### config.mk
export PLATFORM = sky130hd
export DESIGN_NAME = keypad_bcd_encoder
export DESIGN_NICKNAME = d
export VERILOG_FILES = /design/src/rtl/keypad_bcd_encoder.sv
export SDC_FILE = /design/constraint.sdc
export NUM_CORES = 1
export LEC_CHECK = 0
export CORE_MARGIN = 5
export CORE_UTILIZATION = 55
export CTS_BUF_LIST = sky130_fd_sc_hd__clkbuf_16
export DETAILED_ROUTE_END_ITERATION = 16
export GPL_ROUTABILITY_DRIVEN = 0
export PLACE_DENSITY = 0.76
export SYNTH_ARGS = -nofsm -noshare
export SYNTH_HDL_FRONTEND = slang
export SYNTH_SLANG_ARGS = --single-unit
### constraint.sdc
create_clock -name clk -period 6.86 [get_ports clk]
set_input_delay 1.372 -clock clk [delete_from_list [all_inputs] [get_ports clk]]
set_output_delay 1.372 -clock clk [all_outputs]
set_load 0.05 [all_outputs]
### src/rtl/keypad_bcd_encoder.sv
// keypad_bcd_encoder: debounces ten active-high digit keys into a 4-bit BCD
// code with a valid/ready handshake. One code per press, no auto-repeat, and
// multi-key chords are rejected and flagged while the encoder is armed.
module keypad_bcd_encoder #(
    parameter int DEBOUNCE_CYCLES = 16,
    parameter int CNT_W           = 16
) (
    input  logic       clk,
    input  logic       rst,
    input  logic [9:0] key,
    input  logic       ready,
    output logic [3:0] digit,
    output logic       valid,
    output logic       multi
);

    typedef enum logic [1:0] {IDLE, DEBOUNCE, HOLD, RELEASE} state_t;

    localparam logic [CNT_W-1:0] CNT_ACCEPT = CNT_W'(DEBOUNCE_CYCLES);
    localparam logic [CNT_W-1:0] CNT_REARM  = CNT_W'(DEBOUNCE_CYCLES - 1);

    state_t           state, state_n;
    logic [9:0]       key_m, key_s;
    logic [9:0]       cand, cand_n;
    logic [CNT_W-1:0] cnt, cnt_n;
    logic [3:0]       digit_n, cand_idx;
    logic             valid_n, multi_n;
    logic             is_none, is_single, is_chord;

    // Two-flop synchronizer: raw keys are asynchronous to clk
    always_ff @(posedge clk or posedge rst) begin
        if (rst) begin
            key_m <= '0;
            key_s <= '0;
        end else begin
            key_m <= key;
            key_s <= key_m;
        end
    end

    // Classify the synchronized sample: a single key clears to zero when its
    // lowest set bit is removed
    always_comb begin
        is_none   = (key_s == 10'd0);
        is_single = !is_none && ((key_s & (key_s - 10'd1)) == 10'd0);
        is_chord  = !is_none && !is_single;
    end

    // Index of the captured key; cand is one-hot whenever it is used
    always_comb begin
        cand_idx = 4'd0;
        for (int i = 0; i < 10; i++)
            if (cand[i]) cand_idx = 4'(i);
    end

    // Next-state and output logic
    always_comb begin
        state_n = state;
        cand_n  = cand;
        cnt_n   = cnt;
        digit_n = digit;
        valid_n = valid;
        multi_n = ((state == IDLE) || (state == DEBOUNCE)) && is_chord;
        case (state)
            IDLE: begin
                if (is_single) begin
                    cand_n  = key_s;
                    cnt_n   = CNT_W'(1);
                    state_n = DEBOUNCE;
                end
            end
            DEBOUNCE: begin
                if (key_s != cand) begin
                    cnt_n   = '0;
                    state_n = IDLE;
                end else if (cnt == CNT_ACCEPT) begin
                    digit_n = cand_idx;
                    valid_n = 1'b1;
                    cnt_n   = '0;
                    state_n = HOLD;
                end else begin
                    cnt_n = cnt + CNT_W'(1);
                end
            end
            HOLD: begin
                // accepted press survives key release until consumed
                if (valid && ready) begin
                    valid_n = 1'b0;
                    cnt_n   = '0;
                    state_n = RELEASE;
                end
            end
            RELEASE: begin
                if (!is_none) begin
                    cnt_n = '0;
                end else if (cnt == CNT_REARM) begin
                    cnt_n   = '0;
                    state_n = IDLE;
                end else begin
                    cnt_n = cnt + CNT_W'(1);
                end
            end
            default: state_n = IDLE;
        endcase
    end

    // State and output registers
    always_ff @(posedge clk or posedge rst) begin
        if (rst) begin
            state <= IDLE;
            cand  <= '0;
            cnt   <= '0;
            digit <= 4'd0;
            valid <= 1'b0;
            multi <= 1'b0;
        end else begin
            state <= state_n;
            cand  <= cand_n;
            cnt   <= cnt_n;
            digit <= digit_n;
            valid <= valid_n;
            multi <= multi_n;
        end
    end

endmodule

==> impl_metrics.ini, run 1 <==
[clock_network]
cts_tree = yes
ctsHoldBuffers = 0
postCtsSetupBuffers = 0
cts.path.max_buffers = 2
numCtsBuffers = 5
root_buffer = clkbuf_16
cts.clk_slew.worst_paths_ns = 0.07
clock_latency_ns = 0.29
numClockSinks = 54
ctsResizeCount = 0
htreeDepth = 2

[synthesis]
ys_seq_area_share_pct = 53.2
synth_top_flop_cell = dfrtp_1
yosys_warnings = 0
synthArstFlopShare_pct = 100
synth_area_leaders = dfrtp_1 (53%), mux2_4 (5.9%), a21o_1 (3.8%), xor2_1 (3.4%), a21oi_1 (3.3%)
synth.distinct_cells = 47
syn_avg_cell_area_um2 = 11.1
syn_nets = 244
synthCells = 229
synth_area_leader_cell = dfrtp_1
synth_edf_count = 0
synth_area_um2 = 2540
ys_ff_latch = 54
synth_top_cell_area_share_pct = 53.2

[critical_path]
endpoint_kind = output pin
crit_family = buffers and inverters
cp_max_fo = 4
worst-path-buf-inv = 1
rr_startpoint = key_s[2]$_DFF_PP0_
worstPathArrival_ns = 1.50
r2r_setup_slack_ns = 4.16
r2r_end = cand[0]$_DFFE_PP0P_
cp.depth = 1
cp-start-kind = register
cp_slowest_stage_delay_ns = 0.82
reg2reg_depth = 6
crit_start = valid$_DFFE_PP0P_
cp-endpoint = valid
cp_cell_sequence = clkdlybuf4s50_1
critical_path_class = register to output pin
worstPathRequired_ns = 5.49
crit_slowest_cell = clkdlybuf4s50_1

[layout]
fin_nets = 264
syn_to_final_growth_pct = 14.3
num_antenna_cells = 0
drive_gt1_share_pct = 13.2

[sta]
clock_skew_ns = 0.00307
hold_violations = 0
finalMaxSlewViolations = 0
rsz0062_at_grt = false
max_slew_margin_pct = 28.2
max_freq_ghz = 0.348
worstMarginPinSlew_ns = 1.07
fin_crit_sh_pct = 41.9
final.setup.tns_ns = 0
min_period_ns = 2.87
setup_violations = 0

[global_routing]
grt_overflow = 0
grt_pass1_wl_um = 8230
grt_max_degree = 55
first_global_vias = 1723
grt_use_total_pct = 16.6
antenna_found_initial = 0

[routing]
ant_nets = 0
routed_wl_um = 4510
drt_iter0_drc = 169
drc = 0
wl_per_cell_um = 14.9
vias = 1775
dr.pass1.iters = 4
viasPerCell = 5.88

[min_path]
worstHoldStart = key_m[3]$_DFF_PP0_
hold_class = register to register

[power_and_ir_drop]
clkPwrFrac_pct = 36.0
finalPower_w = 0.000715
leakage_nw = 1.31
p_int_w = 0.000524
ir_worst_vdd_v = 0.000144
netSwitchingFraction_pct = 26.7
p_comb_share_pct = 12.7
power_density_nw_per_um2 = 246
pwr-share-seq_pct = 51.3
power.switching_w = 0.000191

[outcome]
status = finished clean

[flow_run]
drv_cap = 0

[floorplan]
dieHeight_um = 78.0
num_rows = 24
start_util_pct = 57.5
fp.dieW_um = 78.0
core_um2 = 4410
dieArea_um2 = 6080
ios = 19

[placed_design]
hpwl_um = 3060
io_buffers = 18
## stage by stage
step | worst slack (ns) | std cells | cell area, um2 | utilization [%] | hold WS (ns)
detailed placement | 3.90 | 294 | 2750 | 62.4 | 0.335
floorplan | 4.17 | 229 | 2540 | - | 0.331
finish | 3.99 | 302 | 2900 | 65.8 | 0.350
CTS | 3.98 | 302 | 2900 | 65.8 | 0.351
global placement | 3.91 | 294 | 2750 | 62.4 | 0.333
global route | 3.94 | 302 | 2900 | 65.8 | 0.358
## final cells by class
cell class / count / area, um2
clock buffers: 5 / 125
repair buffers: 18 / 180
clock inverters: 3 / 26.3
well taps: 52 / 65.1
flip-flops and latches: 54 / 1350
inverters: 6 / 22.5
fillers: 352 / 1510
multi-input cells: 164 / 1130
## layer usage
layer	global-route usage (%)	routed length [um]	vias up
li1	-	-	862
met1	23.5	2130	864
met3	3.82	206	9
met5	0	0	-
met2	25.5	2100	40
met4	5.07	78	0
## power groups by stage
stage	registers, W	clock network [W]	logic [W]
after floorplan	0.000365	0	0.0000730
after global placement	0.000371	0	0.0000896
after detailed placement	0.000372	0	0.0000910
after CTS	0.000366	0.000261	0.0000921
after global routing	0.000370	0.000276	0.000103
final	0.000366	0.000257	0.0000911
## synthesized netlist by cell type (2+ instances only)
cell,number
dfrtp_1,54
xor2_1,10
nor4_1,5
and3_1,3
nand2_1,22
o2bb2ai_1,2
nor2_1,8
nor3_1,5
nand2b_1,4
mux2_4,10
ha_1,2
a21oi_1,17
nand3_1,3
buf_2,2
o31ai_1,5
a21o_1,13
or4_1,5
nor2b_1,2
or3_1,8
inv_1,6
o21bai_1,2
o21ai_0,9
or2_2,7
mux2_2,2
## flip-flops by register name (all words and copies together), names as in the netlist, named ones only
name	cells
cnt	16
valid	1
digit	4
state	1
key_s	10
cand	10
multi	1
key_m	10
## cell usage in the layout, fill, tap and decap left out, drive strengths merged, types with 8 or more instances in the layout
cell type and n:
nor2 9, mux2 12, a21oi 17, a21o 13
or3 8, o21ai 9, xor2 10, nand2 22
clkdlybuf4s50 18, or2 8, inv 8, dfrtp 54
## worst min-delay path by stage
stage	end	cells past startpoint
2_1_floorplan	key_s[0]$_DFF_PP0_	0
3_3_place_gp	key_s[4]$_DFF_PP0_	0
3_5_place_dp	key_s[3]$_DFF_PP0_	0
4_1_cts	key_s[3]$_DFF_PP0_	0
5_1_grt	key_s[3]$_DFF_PP0_	0
6_report	key_s[3]$_DFF_PP0_	0
## cell families after synthesis
kind of cell,synth area share (%)
and+or+nand+nor,17.5
DFF,53.2
AOI/OAI and AO/OA,15.1
xor gates and xnor gates,3.79
muxes,6.80
buffers and inverters,2.17
adders and majority gates,1.38
No activity file was read; power rests on OpenSTA's default activity.
==> run 2, diff against run 1 <==
- clock period: 6.86 -> 2.82 ns (I/O delays scaled with it)
==> run 2 against run 1 <==
First-iteration DRC count is 35% lower. Utilization grew 0.85 points. Via count increased by 0.17%. Global-route usage is 0.97 points lower. Flip-flop and latch count stayed put. Power up 150%. Worst setup slack worse by 3.5 ns. Non-clock buffer count rose by 3.
==> impl_metrics.ini, run 2 (synthesized netlist as in run 1, its figures left out) <==
[critical_path]
critical_path_class = register to register
worstPathRequired_ns = 3.00
cp-start-kind = register
worst-path-buf-inv = 1
crit_family = simple AND/OR/NAND/NOR gates
worstPathArrival_ns = 2.53
cp_cell_sequence = or3_1, a2111oi_2, nor2_1, nor2_2, and4b_1, buf_4, mux2_4
crit_slowest_cell = or3_1
endpoint_kind = register
cp_slowest_stage_delay_ns = 0.50
cp_max_fo = 10

[sta]
max_freq_ghz = 0.426
min_period_ns = 2.35
clock_skew_ns = 0.00540
fin_crit_sh_pct = 83.2
setup_violations = 0
max_slew_margin_pct = 60.7
worstMarginPinSlew_ns = 0.589
hold_violations = 0
rsz0062_at_grt = false
finalMaxSlewViolations = 0
final.setup.tns_ns = 0

[routing]
viasPerCell = 5.83
routed_wl_um = 4540
vias = 1778
drc = 0
ant_nets = 0
drt_iter0_drc = 110
dr.pass1.iters = 4
drt-met1-wl_um = 2150
top_layer_used = met4
wl_per_cell_um = 14.9
met2_length_um = 2130
routed-wl-met3_um = 215

[floorplan]
ios = 19
fp.dieW_um = 78.0
dieHeight_um = 78.0
num_rows = 24
core_um2 = 4410
dieArea_um2 = 6080
start_util_pct = 57.5

[clock_network]
cts_tree = yes
cts.path.max_buffers = 2
clock_latency_ns = 0.29
numClockSinks = 54
numCtsBuffers = 5
ctsHoldBuffers = 0
postCtsSetupBuffers = 0
cts.clk_slew.worst_paths_ns = 0.07
htreeDepth = 2
ctsResizeCount = 0
root_buffer = clkbuf_16

[layout]
layout.area.seq_um2 = 1350
multiInputGateArea_um2 = 1130
syn_to_final_growth_pct = 15.8
fin_util_pct = 66.6
drive_gt1_share_pct = 14.2
n_fill_cell = 345
final_area_um2 = 2940
largest_reg_flops = 16
largest-register = cnt
final_common_cell = dfrtp_1
num_antenna_cells = 0
layout_common_cells = dfrtp_1 (54), nand2_1 (22), clkdlybuf4s50_1 (18), a21oi_1 (17), a21o_1 (13)
fin_nets = 267

[global_routing]
grt_use_total_pct = 15.6
grt_max_degree = 34
first_global_vias = 1628
grt_overflow = 0
antenna_found_initial = 0
grt_pass1_wl_um = 7630

[flow_run]
drv_cap = 0

[power_and_ir_drop]
power_density_nw_per_um2 = 598
ir_worst_vdd_v = 0.000445
leakage_nw = 1.33

[min_path]
hold_class = register to register

[placed_design]
hpwl_um = 3190
io_buffers = 18
placed_cell_area_um2 = 2790

[outcome]
status = finished clean
run 2: cell types whose count changed in the layout (fill, tap and decap cells not counted), sizes merged:
cell,before,now
buf,0,3
run 2: metrics by stage:
step | worst slack (ns) | instances | hold WS [ns] | power, W
global route | 0.320 | 305 | 0.365 | 0.00185
detailed placement | 0.477 | 297 | 0.335 | 0.00114
finish | 0.473 | 305 | 0.349 | 0.00176
CTS | 0.472 | 305 | 0.351 | 0.00178
global placement | 0.536 | 297 | 0.332 | 0.00113
floorplan | 0.628 | 229 | 0.331 | 0.00107
run 2: final timing paths:
kind / cells after the start / to / slack [ns] / from
min in group asynchronous: 2 / cnt[12]$_DFFE_PP0P_ / 0.61 / rst
min reg2reg: 0 / key_s[6]$_DFF_PP0_ / 0.35 / key_m[6]$_DFF_PP0_
max: 7 / cand[7]$_DFFE_PP0P_ / 0.47 / key_s[4]$_DFF_PP0_
max in group asynchronous: 3 / key_s[1]$_DFF_PP0_ / 1.68 / rst
min: 0 / key_s[6]$_DFF_PP0_ / 0.35 / key_m[6]$_DFF_PP0_
max reg2reg: 7 / cand[7]$_DFFE_PP0P_ / 0.47 / key_s[4]$_DFF_PP0_
run 2: final cells by class:
class / instances / share of cell area [%]
sequential: 54 / 45.9
multi-input combinational: 164 / 38.5
timing repair buffer: 21 / 7.32
clock buffer: 5 / 4.25
tap: 52 / 2.21
clock inverter: 3 / 0.978
inverter: 6 / 0.766
run 2: power breakdown:
| part | total, W | leakage [nW] | switching, W | internal [W] |
|---|---|---|---|---|
| Clock | 0.000634 | 0.0763 | 0.000293 | 0.000340 |
| Sequential | 0.000893 | 0.694 | 0.0000659 | 0.000827 |
| Combinational | 0.000233 | 0.558 | 0.000115 | 0.000118 |
| Total | 0.00176 | 1.33 | 0.000474 | 0.00129 |
run 2: metal layers:
metal	up-vias	GRT usage, %
met1	865	22.5
met2	32	23.2
li1	877	-
met3	4	4.28
met5	-	0
met4	0	4.56
==> run 3, diff against run 2 <==
- clock period: 2.82 -> 2.3 ns (I/O delays scaled with it)
==> run 3 against run 2 <==
Critical path depth decreased by 2. Via count rose by 2.1%. Global-route usage up 1.2 points. Combinational power rose by 29%. Clock-buffer cell count stayed put. First-iteration DRC count rose by 6.4%. Register-to-register slack got worse by 0.40 ns. Critical path type unchanged. Largest power group unchanged. Highest routed layer unchanged.
==> impl_metrics.ini, run 3 (synthesized netlist as in run 1, its figures left out) <==
[floorplan]
dieHeight_um = 78.0
ios = 19
core_um2 = 4410
fp.dieW_um = 78.0
dieArea_um2 = 6080
num_rows = 24
start_util_pct = 57.5

[critical_path]
endpoint_kind = register
critical_path_class = register to register
cp_max_fo = 4
worstPathArrival_ns = 2.40
cp-start-kind = register
worstPathRequired_ns = 2.48

[routing]
drc = 0
routed_wl_um = 4780
viasPerCell = 5.75
dr.pass1.iters = 4
vias = 1816
wl_per_cell_um = 15.1
ant_nets = 0
drt_iter0_drc = 117

[clock_network]
numClockSinks = 54
cts_tree = yes
root_buffer = clkbuf_16
cts.path.max_buffers = 2
htreeDepth = 2
cts.clk_slew.worst_paths_ns = 0.07
clock_latency_ns = 0.29
postCtsSetupBuffers = 0
ctsHoldBuffers = 0
numCtsBuffers = 5

[power_and_ir_drop]
p_comb_share_pct = 13.9
netSwitchingFraction_pct = 26.7
ir_worst_vdd_v = 0.000526
power_density_nw_per_um2 = 704
leakage_nw = 1.40
power.switching_w = 0.000578
clkPwrFrac_pct = 35.7
p_int_w = 0.00158
pwr-share-seq_pct = 50.4

[sta]
min_period_ns = 2.22
setup_violations = 0
max_freq_ghz = 0.450
hold_violations = 0
fin_crit_sh_pct = 96.7
finalMaxSlewViolations = 0
final.setup.tns_ns = 0
setup_slack_ns = 0.0769
clock_skew_ns = 0.00389
worstMarginPinSlew_ns = 0.492
timing.hold.ws_ns = 0.353
rsz0062_at_grt = true
max_slew_margin_pct = 67.1

[global_routing]
grt_max_degree = 39
grt_pass1_wl_um = 8300
first_global_vias = 1813
grt_use_total_pct = 16.9
antenna_found_initial = 0
grt_overflow = 0

[layout]
fin_util_pct = 69.5
largest-register = cnt
drive_gt1_share_pct = 20.1
syn_to_final_growth_pct = 20.8
largest_reg_flops = 16
num_antenna_cells = 0
fin_nets = 278
final_area_um2 = 3070
final_common_cell = dfrtp_1
layout_common_cells = dfrtp_1 (53), nand2_1 (22), clkdlybuf4s50_1 (18), a21oi_1 (17), a21o_1 (13)

[flow_run]
drv_cap = 0

[min_path]
hold_class = register to register

[placed_design]
dp_slack_ns = -0.00146
io_buffers = 18
placed_cell_area_um2 = 2880
hpwl_um = 3240

[outcome]
status = finished clean
-- run 3: through the flow --
stage | cells | total power (W)
3_3_place_gp | 308 | 0.00139
2_1_floorplan | 229 | 0.00131
5_1_grt | 316 | 0.00229
6_report | 316 | 0.00216
4_1_cts | 316 | 0.00218
3_5_place_dp | 308 | 0.00140
-- run 3: final cells by class --
class | count | area [um2]
clock buffers | 5 | 125
clock inverters | 3 | 28.8
fillers | 338 | 1350
inverters | 6 | 22.5
multi-input cells | 164 | 1160
flip-flops and latches | 54 | 1350
well taps | 52 | 65.1
repair buffers | 32 | 310
-- run 3: power groups by stage --
stage / clock network (W) / registers [W] / logic [W]
after floorplan: 0 / 0.00109 / 0.000218
after global placement: 0 / 0.00110 / 0.000288
after detailed placement: 0 / 0.00111 / 0.000293
after CTS: 0.000791 / 0.00109 / 0.000301
after global routing: 0.000847 / 0.00110 / 0.000340
final: 0.000771 / 0.00109 / 0.000301
-- run 3: repair_timing --
item                                    in CTS  in global routing
cloned                                       0                  0
pin swaps                                    0                  1
gates resized for setup                      1                  7
endpoints found under the setup margin       3                 28
-- run 3: worst paths after layout --
| kind | from | to | slack (ns) | cells past startpoint |
|---|---|---|---|---|
| setup / recovery | key_s[2]$_DFF_PP0_ | register | 0.08 | 5 |
| hold / removal | key_m[8]$_DFF_PP0_ | key_s[8]$_DFF_PP0_ | 0.35 | 0 |
| setup reg to reg | key_s[2]$_DFF_PP0_ | register | 0.08 | 5 |
| hold reg to reg | key_m[8]$_DFF_PP0_ | key_s[8]$_DFF_PP0_ | 0.35 | 0 |
| max in group asynchronous | rst | key_s[6]$_DFF_PP0_ | 1.30 | 3 |
| min in group asynchronous | rst | cnt[12]$_DFFE_PP0P_ | 0.47 | 2 |
-- run 3: worst max-delay path, stage by stage, from the launching register on --
cell      delay, ns
dfrtp_1        0.39
or4_1          0.57
nor4_2         0.36
nor2b_1        0.11
a211oi_2       0.30
mux2_2         0.37
-- run 3: per-layer routing --
layer	global-route usage [%]	vias to the layer above	wire length, um
li1	-	892	-
met1	23.4	883	2240
met2	26.0	35	2220
met3	4.40	6	248
met4	5.24	0	61
met5	0	-	0
